## config.mk

```make
export PLATFORM = sky130hd
export DESIGN_NAME = uart_packet_parser
export DESIGN_NICKNAME = d
export VERILOG_FILES = /design/src/rtl/uart_pkg.sv /design/src/rtl/uart_word_packer.sv /design/src/rtl/uart_packet_parser.sv
export SDC_FILE = /design/constraint.sdc
export NUM_CORES = 1
export LEC_CHECK = 0
export ABC_AREA = 0
export CELL_PAD_IN_SITES_DETAIL_PLACEMENT = 0
export CELL_PAD_IN_SITES_GLOBAL_PLACEMENT = 1
export CORE_AREA = 2 2 121 182
export DETAILED_ROUTE_END_ITERATION = 6
export DIE_AREA = 0 0 123 184
export PLACE_DENSITY_LB_ADDON = 0.1
export SLEW_MARGIN = 25
export SYNTH_ARGS = -nofsm -noshare
export SYNTH_HDL_FRONTEND = slang
export SYNTH_HIERARCHICAL = 1
export SYNTH_SLANG_ARGS = --single-unit
export TNS_END_PERCENT = 20
```

## constraint.sdc

```tcl
create_clock -name clk_i -period 2.35 [get_ports clk_i]
set_input_delay 0.705 -clock clk_i [delete_from_list [all_inputs] [get_ports clk_i]]
set_output_delay 0.705 -clock clk_i [all_outputs]
set_load 0.01 [all_outputs]
```

## src/rtl/uart_pkg.sv

```systemverilog
// Shared opcodes, parser states and header record for the UART command parser.
package uart_pkg;

   localparam logic [7:0] OP_ECHO = 8'hEC;
   localparam logic [7:0] OP_ADD  = 8'hA0;
   localparam logic [7:0] OP_MUL  = 8'hA1;
   localparam logic [7:0] OP_DIV  = 8'hA2;

   typedef enum logic [2:0] {
      ST_IDLE,
      ST_RSVD,
      ST_LEN_LO,
      ST_LEN_HI,
      ST_ECHO,
      ST_PACK,
      ST_DROP
   } state_e;

   typedef struct packed {
      logic [7:0]  opcode;
      logic [15:0] len;
   } hdr_t;

   function automatic logic op_known(input logic [7:0] op);
      return (op == OP_ECHO) || (op == OP_ADD) || (op == OP_MUL) || (op == OP_DIV);
   endfunction

endpackage

```

## src/rtl/uart_word_packer.sv

```systemverilog
// Packs a byte stream into little-endian 32-bit words; a flagged final byte flushes
// a partial word with zero upper bytes.
module uart_word_packer
   import uart_pkg::*;
(
   input  logic        clk_i,
   input  logic        rst_i,
   input  logic        start_i,
   input  logic [7:0]  byte_i,
   input  logic        byte_valid_i,
   input  logic        byte_last_i,
   output logic [31:0] word_o,
   output logic        valid_o,
   output logic        first_o,
   output logic        last_o,
   input  logic        ready_i,
   output logic        ready_o
);

   logic [23:0] acc_q, acc_d;
   logic [1:0]  idx_q, idx_d;
   logic        first_q, first_d;
   logic [31:0] word_q, word_d;
   logic        valid_q, valid_d;
   logic        wfirst_q, wfirst_d;
   logic        wlast_q, wlast_d;
   logic [31:0] merged;

   always_ff @(posedge clk_i or posedge rst_i) begin
      if (rst_i) begin
         acc_q    <= '0;
         idx_q    <= '0;
         first_q  <= 1'b0;
         word_q   <= '0;
         valid_q  <= 1'b0;
         wfirst_q <= 1'b0;
         wlast_q  <= 1'b0;
      end else begin
         acc_q    <= acc_d;
         idx_q    <= idx_d;
         first_q  <= first_d;
         word_q   <= word_d;
         valid_q  <= valid_d;
         wfirst_q <= wfirst_d;
         wlast_q  <= wlast_d;
      end
   end

   always_comb begin
      merged   = {8'h00, acc_q};
      acc_d    = acc_q;
      idx_d    = idx_q;
      first_d  = first_q;
      word_d   = word_q;
      valid_d  = valid_q && !ready_i;
      wfirst_d = wfirst_q;
      wlast_d  = wlast_q;
      case (idx_q)
         2'd0:    merged[7:0]   = byte_i;
         2'd1:    merged[15:8]  = byte_i;
         2'd2:    merged[23:16] = byte_i;
         default: merged[31:24] = byte_i;
      endcase
      if (start_i) begin
         acc_d   = '0;
         idx_d   = '0;
         first_d = 1'b1;
      end else if (byte_valid_i) begin
         // Accumulator is cleared on every emit, so a flushed partial word has zero upper bytes.
         if (idx_q == 2'd3 || byte_last_i) begin
            word_d   = merged;
            valid_d  = 1'b1;
            wfirst_d = first_q;
            wlast_d  = byte_last_i;
            first_d  = 1'b0;
            acc_d    = '0;
            idx_d    = '0;
         end else begin
            acc_d = merged[23:0];
            idx_d = idx_q + 2'd1;
         end
      end
   end

   assign word_o  = word_q;
   assign valid_o = valid_q;
   assign first_o = wfirst_q;
   assign last_o  = wlast_q;
   assign ready_o = !valid_q || ready_i;

endmodule

```

## src/rtl/uart_packet_parser.sv

```systemverilog
// Decodes UART command packets (opcode, reserved, len LE) and routes payload to the
// echo register, the operand packer, or discards it.
module uart_packet_parser
   import uart_pkg::*;
#(
   parameter logic [15:0] MAX_LEN = 16'hFFFF
) (
   input  logic        clk_i,
   input  logic        rst_i,
   input  logic [7:0]  rx_data_i,
   input  logic        rx_valid_i,
   output logic        rx_ready_o,
   output logic        hdr_valid_o,
   output logic [7:0]  opcode_o,
   output logic [15:0] len_o,
   output logic [7:0]  echo_data_o,
   output logic        echo_valid_o,
   input  logic        echo_ready_i,
   output logic [31:0] opnd_data_o,
   output logic        opnd_valid_o,
   output logic        opnd_first_o,
   output logic        opnd_last_o,
   input  logic        opnd_ready_i,
   output logic        err_o
);

   state_e      state_q, state_d;
   hdr_t        hdr_q, hdr_d;
   logic [7:0]  op_tmp_q, op_tmp_d;
   logic [7:0]  len_lo_q, len_lo_d;
   logic [15:0] cnt_q, cnt_d;
   logic        hdr_valid_q, hdr_valid_d;
   logic        err_q, err_d;
   logic [7:0]  echo_data_q, echo_data_d;
   logic        echo_valid_q, echo_valid_d;
   logic        rx_rdy, pk_start, pk_valid, pk_last, pk_ready;
   logic [15:0] hdr_len;
   logic        hdr_bad;

   always_ff @(posedge clk_i or posedge rst_i) begin
      if (rst_i) begin
         state_q      <= ST_IDLE;
         hdr_q        <= '0;
         op_tmp_q     <= '0;
         len_lo_q     <= '0;
         cnt_q        <= '0;
         hdr_valid_q  <= 1'b0;
         err_q        <= 1'b0;
         echo_data_q  <= '0;
         echo_valid_q <= 1'b0;
      end else begin
         state_q      <= state_d;
         hdr_q        <= hdr_d;
         op_tmp_q     <= op_tmp_d;
         len_lo_q     <= len_lo_d;
         cnt_q        <= cnt_d;
         hdr_valid_q  <= hdr_valid_d;
         err_q        <= err_d;
         echo_data_q  <= echo_data_d;
         echo_valid_q <= echo_valid_d;
      end
   end

   assign hdr_len = {rx_data_i, len_lo_q};
   assign hdr_bad = !op_known(op_tmp_q) || ({1'b0, hdr_len} > {1'b0, MAX_LEN});

   always_comb begin
      state_d      = state_q;
      hdr_d        = hdr_q;
      op_tmp_d     = op_tmp_q;
      len_lo_d     = len_lo_q;
      cnt_d        = cnt_q;
      hdr_valid_d  = 1'b0;
      err_d        = 1'b0;
      echo_data_d  = echo_data_q;
      echo_valid_d = echo_valid_q && !echo_ready_i;
      rx_rdy       = 1'b0;
      pk_start     = 1'b0;
      pk_valid     = 1'b0;
      pk_last      = (cnt_q == 16'd1);
      case (state_q)
         ST_IDLE: begin
            rx_rdy = 1'b1;
            if (rx_valid_i) begin
               op_tmp_d = rx_data_i;
               state_d  = ST_RSVD;
            end
         end
         ST_RSVD: begin
            rx_rdy = 1'b1;
            if (rx_valid_i) state_d = ST_LEN_LO;
         end
         ST_LEN_LO: begin
            rx_rdy = 1'b1;
            if (rx_valid_i) begin
               len_lo_d = rx_data_i;
               state_d  = ST_LEN_HI;
            end
         end
         ST_LEN_HI: begin
            rx_rdy = 1'b1;
            if (rx_valid_i) begin
               hdr_d       = '{opcode: op_tmp_q, len: hdr_len};
               hdr_valid_d = 1'b1;
               err_d       = hdr_bad;
               cnt_d       = hdr_len;
               if (hdr_len == 16'd0)       state_d = ST_IDLE;
               else if (hdr_bad)           state_d = ST_DROP;
               else if (op_tmp_q == OP_ECHO) state_d = ST_ECHO;
               else begin
                  state_d  = ST_PACK;
                  pk_start = 1'b1;
               end
            end
         end
         ST_ECHO: begin
            // Stay here after the last byte until the echo register has drained.
            rx_rdy = (cnt_q != 16'd0) && (!echo_valid_q || echo_ready_i);
            if (rx_valid_i && rx_rdy) begin
               echo_data_d  = rx_data_i;
               echo_valid_d = 1'b1;
               cnt_d        = cnt_q - 16'd1;
            end else if (cnt_q == 16'd0 && (!echo_valid_q || echo_ready_i)) begin
               state_d = ST_IDLE;
            end
         end
         ST_PACK: begin
            rx_rdy   = (cnt_q != 16'd0) && pk_ready;
            pk_valid = rx_valid_i && rx_rdy;
            if (pk_valid) cnt_d = cnt_q - 16'd1;
            else if (cnt_q == 16'd0 && pk_ready) state_d = ST_IDLE;
         end
         ST_DROP: begin
            rx_rdy = 1'b1;
            if (rx_valid_i) begin
               cnt_d = cnt_q - 16'd1;
               if (cnt_q == 16'd1) state_d = ST_IDLE;
            end
         end
         default: state_d = ST_IDLE;
      endcase
   end

   uart_word_packer u_packer (
      .clk_i        (clk_i),
      .rst_i        (rst_i),
      .start_i      (pk_start),
      .byte_i       (rx_data_i),
      .byte_valid_i (pk_valid),
      .byte_last_i  (pk_last),
      .word_o       (opnd_data_o),
      .valid_o      (opnd_valid_o),
      .first_o      (opnd_first_o),
      .last_o       (opnd_last_o),
      .ready_i      (opnd_ready_i),
      .ready_o      (pk_ready)
   );

   assign rx_ready_o   = rx_rdy && !rst_i;
   assign hdr_valid_o  = hdr_valid_q;
   assign opcode_o     = hdr_q.opcode;
   assign len_o        = hdr_q.len;
   assign echo_data_o  = echo_data_q;
   assign echo_valid_o = echo_valid_q;
   assign err_o        = err_q;

endmodule

```

==> run_results.csv <==
group,metric,value,unit
outcome,status,"finished with violations",
outcome,failed_checks,"setup timing",
power_and_ir_drop,ir_worst_vdd,528,µV
timing,tightest_slew,0.679,ns
critical_path,cp-startpoint,"cnt_q[0]",
critical_path,r2r-end,"cnt_q[11]",
clocking,clk_pin_slew,0.06,ns
global_route,first_global_vias,5412,
power_and_ir_drop,leakagePower,3.83,nW
critical_path,rr_startpoint,"cnt_q[0]",
global_route,use_met3,3.13,%
critical_path,critical_path_class,"reg2out",
clocking,cts_tree,"built",
flow_run,max-cap-violations,0,
global_route,use_met2,32.1,%
logic_synthesis,synth_cell_type_count,62,
clocking,holdBufCountCts,0,
global_route,grt_pass1_wl,30.7,mm
critical_path,critPathTopFamily,"simple AND/OR/NAND/NOR gates",
detailed_routing,drc,0,
global_route,antenna_found_initial,0,
global_route,grt_max_degree,63,
critical_path,crit_slowest_cell,"dfrtp_1",
critical_path,crit_end,"rx_ready_o",
critical_path,crit_arrival,1.89,ns
global_route,grt_util_met1,21.7,%
critical_path,end_kind,"output port",
logic_synthesis,ys.flop_type,"dfrtp_1",
cells_and_area,areaGrowthSynthToFinish,38.6,%
timing,finalMaxSlewViolations,0,
logic_synthesis,synth.avg_cell_area,10.6,µm²
logic_synthesis,netlist_instances,589,
power_and_ir_drop,p_sw,3.26,mW
critical_path,critPathBufInv,2,
timing,tns,-0.252,ns
power_and_ir_drop,p_clk_share,28.8,%
floorplan,core_area,0.0210,mm²
critical_path,path_cells,"inv_2 > ha_4 > nor4b_4 > nand4_4 > a21o_1 > nand2_1 > a31oi_1 > buf_2",
timing,fin_crit_sh,111,%
cells_and_area,finish.instance_area,0.00864,mm²
detailed_routing,vias_per_cell,4.99,
logic_synthesis,synthTopCellsByArea,"dfrtp_1 (53%), nand2_1 (5.6%), o21ai_0 (4.7%), mux2i_1 (4.2%), mux2_2 (4.0%)",
clocking,cts.path.max_buffers,2,
logic_synthesis,synth_top_area_share,53.0,%
floorplan,io_pins,84,
timing,slew_headroom,54.6,%
logic_synthesis,synth_area,0.00623,mm²
logic_synthesis,synth_edf_count,0,
cells_and_area,layout_common_cells,"dfrtp_1 (132), nand2_1 (93), clkdlybuf4s50_1 (77)",
power_and_ir_drop,power_frac_comb,35.9,%
floorplan,fp.dieArea,0.0226,mm²
timing,worst_slack,-0.250,ns
global_route,grtUsageTotal,18.1,%
detailed_routing,ant_nets,0,
detailed_routing,vias,5074,
floorplan,rows,65,
timing,hold_violations,0,
logic_synthesis,ys_async_sr_fraction,100,%
placed_design,dpl_worst_slack,-0.619,ns
cells_and_area,drive_gt1_share,23.1,%
placed_design,port-buffer-count,83,
timing,final.setup_skew,0.00913,ns
detailed_routing,dr.pass1.iters,4,
floorplan,start_util,29.7,%
clocking,cts_root_buf,"clkbuf_16",
logic_synthesis,synth_area_leader_cell,"dfrtp_1",
detailed_routing,drtIter0Drc,224,
cells_and_area,layout_commonest_cell,"dfrtp_1",
global_route,gr-total-overflow,0,
clocking,clkLatencyLatePin,0.42,ns
clocking,clkSinkCount,132,
critical_path,reg2regPathDepth,8,
critical_path,ff2ff_setup_slack,0,ns
detailed_routing,avgRoutedWirePerCell,19.1,µm
critical_path,path_depth,8,
critical_path,max_stage_delay,0.39,ns
placed_design,gp_congestion,0.836,
global_route,grt.busiest_layer,"met2",
clocking,htreeDepth,4,
power_and_ir_drop,seqPwrFrac,35.3,%
timing,final-setup-viol-count,2,
floorplan,die_y,184,µm
critical_path,crit_fanout,3,
timing,fin_crit,2.60,ns
detailed_routing,routed_wl,19.5,mm
power_and_ir_drop,p_sw_share,33.5,%
critical_path,setup.worst_path.start_class,"flop",
placed_design,placed_cell_area,0.00783,mm²
timing,fin_hold_ws,0.477,ns
floorplan,dieWidth,123,µm
power_and_ir_drop,power.density,1130,mW/mm²
clocking,numCtsBuffers,17,
logic_synthesis,syn_nets,610,
critical_path,worstPathRequired,1.64,ns
timing,clock.fmax,385,MHz
timing,rsz0062_at_grt,"yes",
logic_synthesis,yosysSeqAreaShare,53.0,%
min_path,hold_class,"reg2reg",
logic_synthesis,synth-seq-cells,132,
logic_synthesis,yosysWarnings,6,
power_and_ir_drop,power.internal,6.49,mW
cells_and_area,antenna_cells,0,
power_and_ir_drop,power.total,9.75,mW
placed_design,hpwl,13.2,mm
cells_and_area,nets,757,
## registers in the layout (all words and copies together) (netlist names), 2 cells and up
register / flops
u_packer/word_o: 32
len_lo_q: 8
u_packer/idx_q: 2
echo_data_o: 8
op_tmp_q: 8
len_o: 16
cnt_q: 16
u_packer/acc_q: 24
state_q: 3
opcode_o: 8
## cell usage after synthesis, types with 6 or more instances
cell	instances
mux2_2	22
o22a_1	13
dfrtp_1	132
mux2i_1	26
o21ai_0	58
a21oi_1	28
nand2_1	93
nor4_1	6
buf_4	7
o21ai_1	12
nor2_1	32
a22o_1	25
inv_1	12
nand2b_1	6
clkbuf_1	9
buf_2	7
a31oi_1	12
buf_6	6
ha_1	8
## logic make-up after synthesis
group | synth area share [%]
buffers and inverters | 4.34
flip-flops | 53.0
AND/OR/NAND/NOR | 15.2
multiplexers | 8.51
adder cells (fa/ha/maj) | 1.61
AO/OA/AOI/OAI | 17.3
## repair_timing
action | in CTS | in global routing
pin swaps | 7 | 10
gates cloned | 0 | 1
setup endpoints to repair | 60 | 60
setup buffers | 2 | 2
gates resized for setup | 17 | 32
## routing by layer
layer / share of wire, % / vias to the layer above
met5: 0 / -
met4: 1.9 / 0
met3: 2.7 / 26
met2: 53 / 94
met1: 42 / 2557
li1: - / 2397
## worst register-to-register path: stages (launching register included)
cell and delay [ns]:
dfrtp_1 0.39, buf_4 0.13, buf_4 0.12, buf_4 0.14
or4_4 0.58, nor4_4 0.34, and2b_1 0.21, a31oi_1 0.10
o22a_1 0.22
## metrics by stage
stage | utilization, % | std cells
floorplan | - | 589
global placement | 37.3 | 980
detailed placement | 37.3 | 980
CTS | 40.6 | 1014
global route | 41.2 | 1017
finish | 41.2 | 1017
## area by class of cell
class | count | area (µm²)
Timing Repair Buffer | 162 | 1550
Sequential cell | 132 | 3300
Multi-Input combinational cell | 410 | 2780
Clock inverter | 15 | 191
Fill cell | 2075 | 12300
Tap cell | 268 | 335
Inverter | 13 | 55.1
Clock buffer | 17 | 425
## power by group through the flow
stage	clock network [mW]	registers [mW]	logic, mW
6_report	2.81	3.45	3.50
5_1_grt	2.97	3.54	3.85
4_1_cts	2.88	3.44	3.46
3_5_place_dp	0	3.46	3.38
3_3_place_gp	0	3.44	3.34
2_1_floorplan	0	3.51	1.78
## worst min path at each step
stage                startpoint                to  slack [ns]  depth (start not counted)
2_1_floorplan  u_packer/first_q  u_packer/first_q        0.44                          1
3_3_place_gp   u_packer/first_q  u_packer/first_q        0.46                          1
5_1_grt        u_packer/first_q  u_packer/first_q        0.50                          1
3_5_place_dp          len_o[12]         len_o[12]        0.47                          2
6_report       u_packer/first_q  u_packer/first_q        0.48                          1
4_1_cts        u_packer/first_q  u_packer/first_q        0.48                          1
Note: power is estimated with default switching activity, not from simulation.
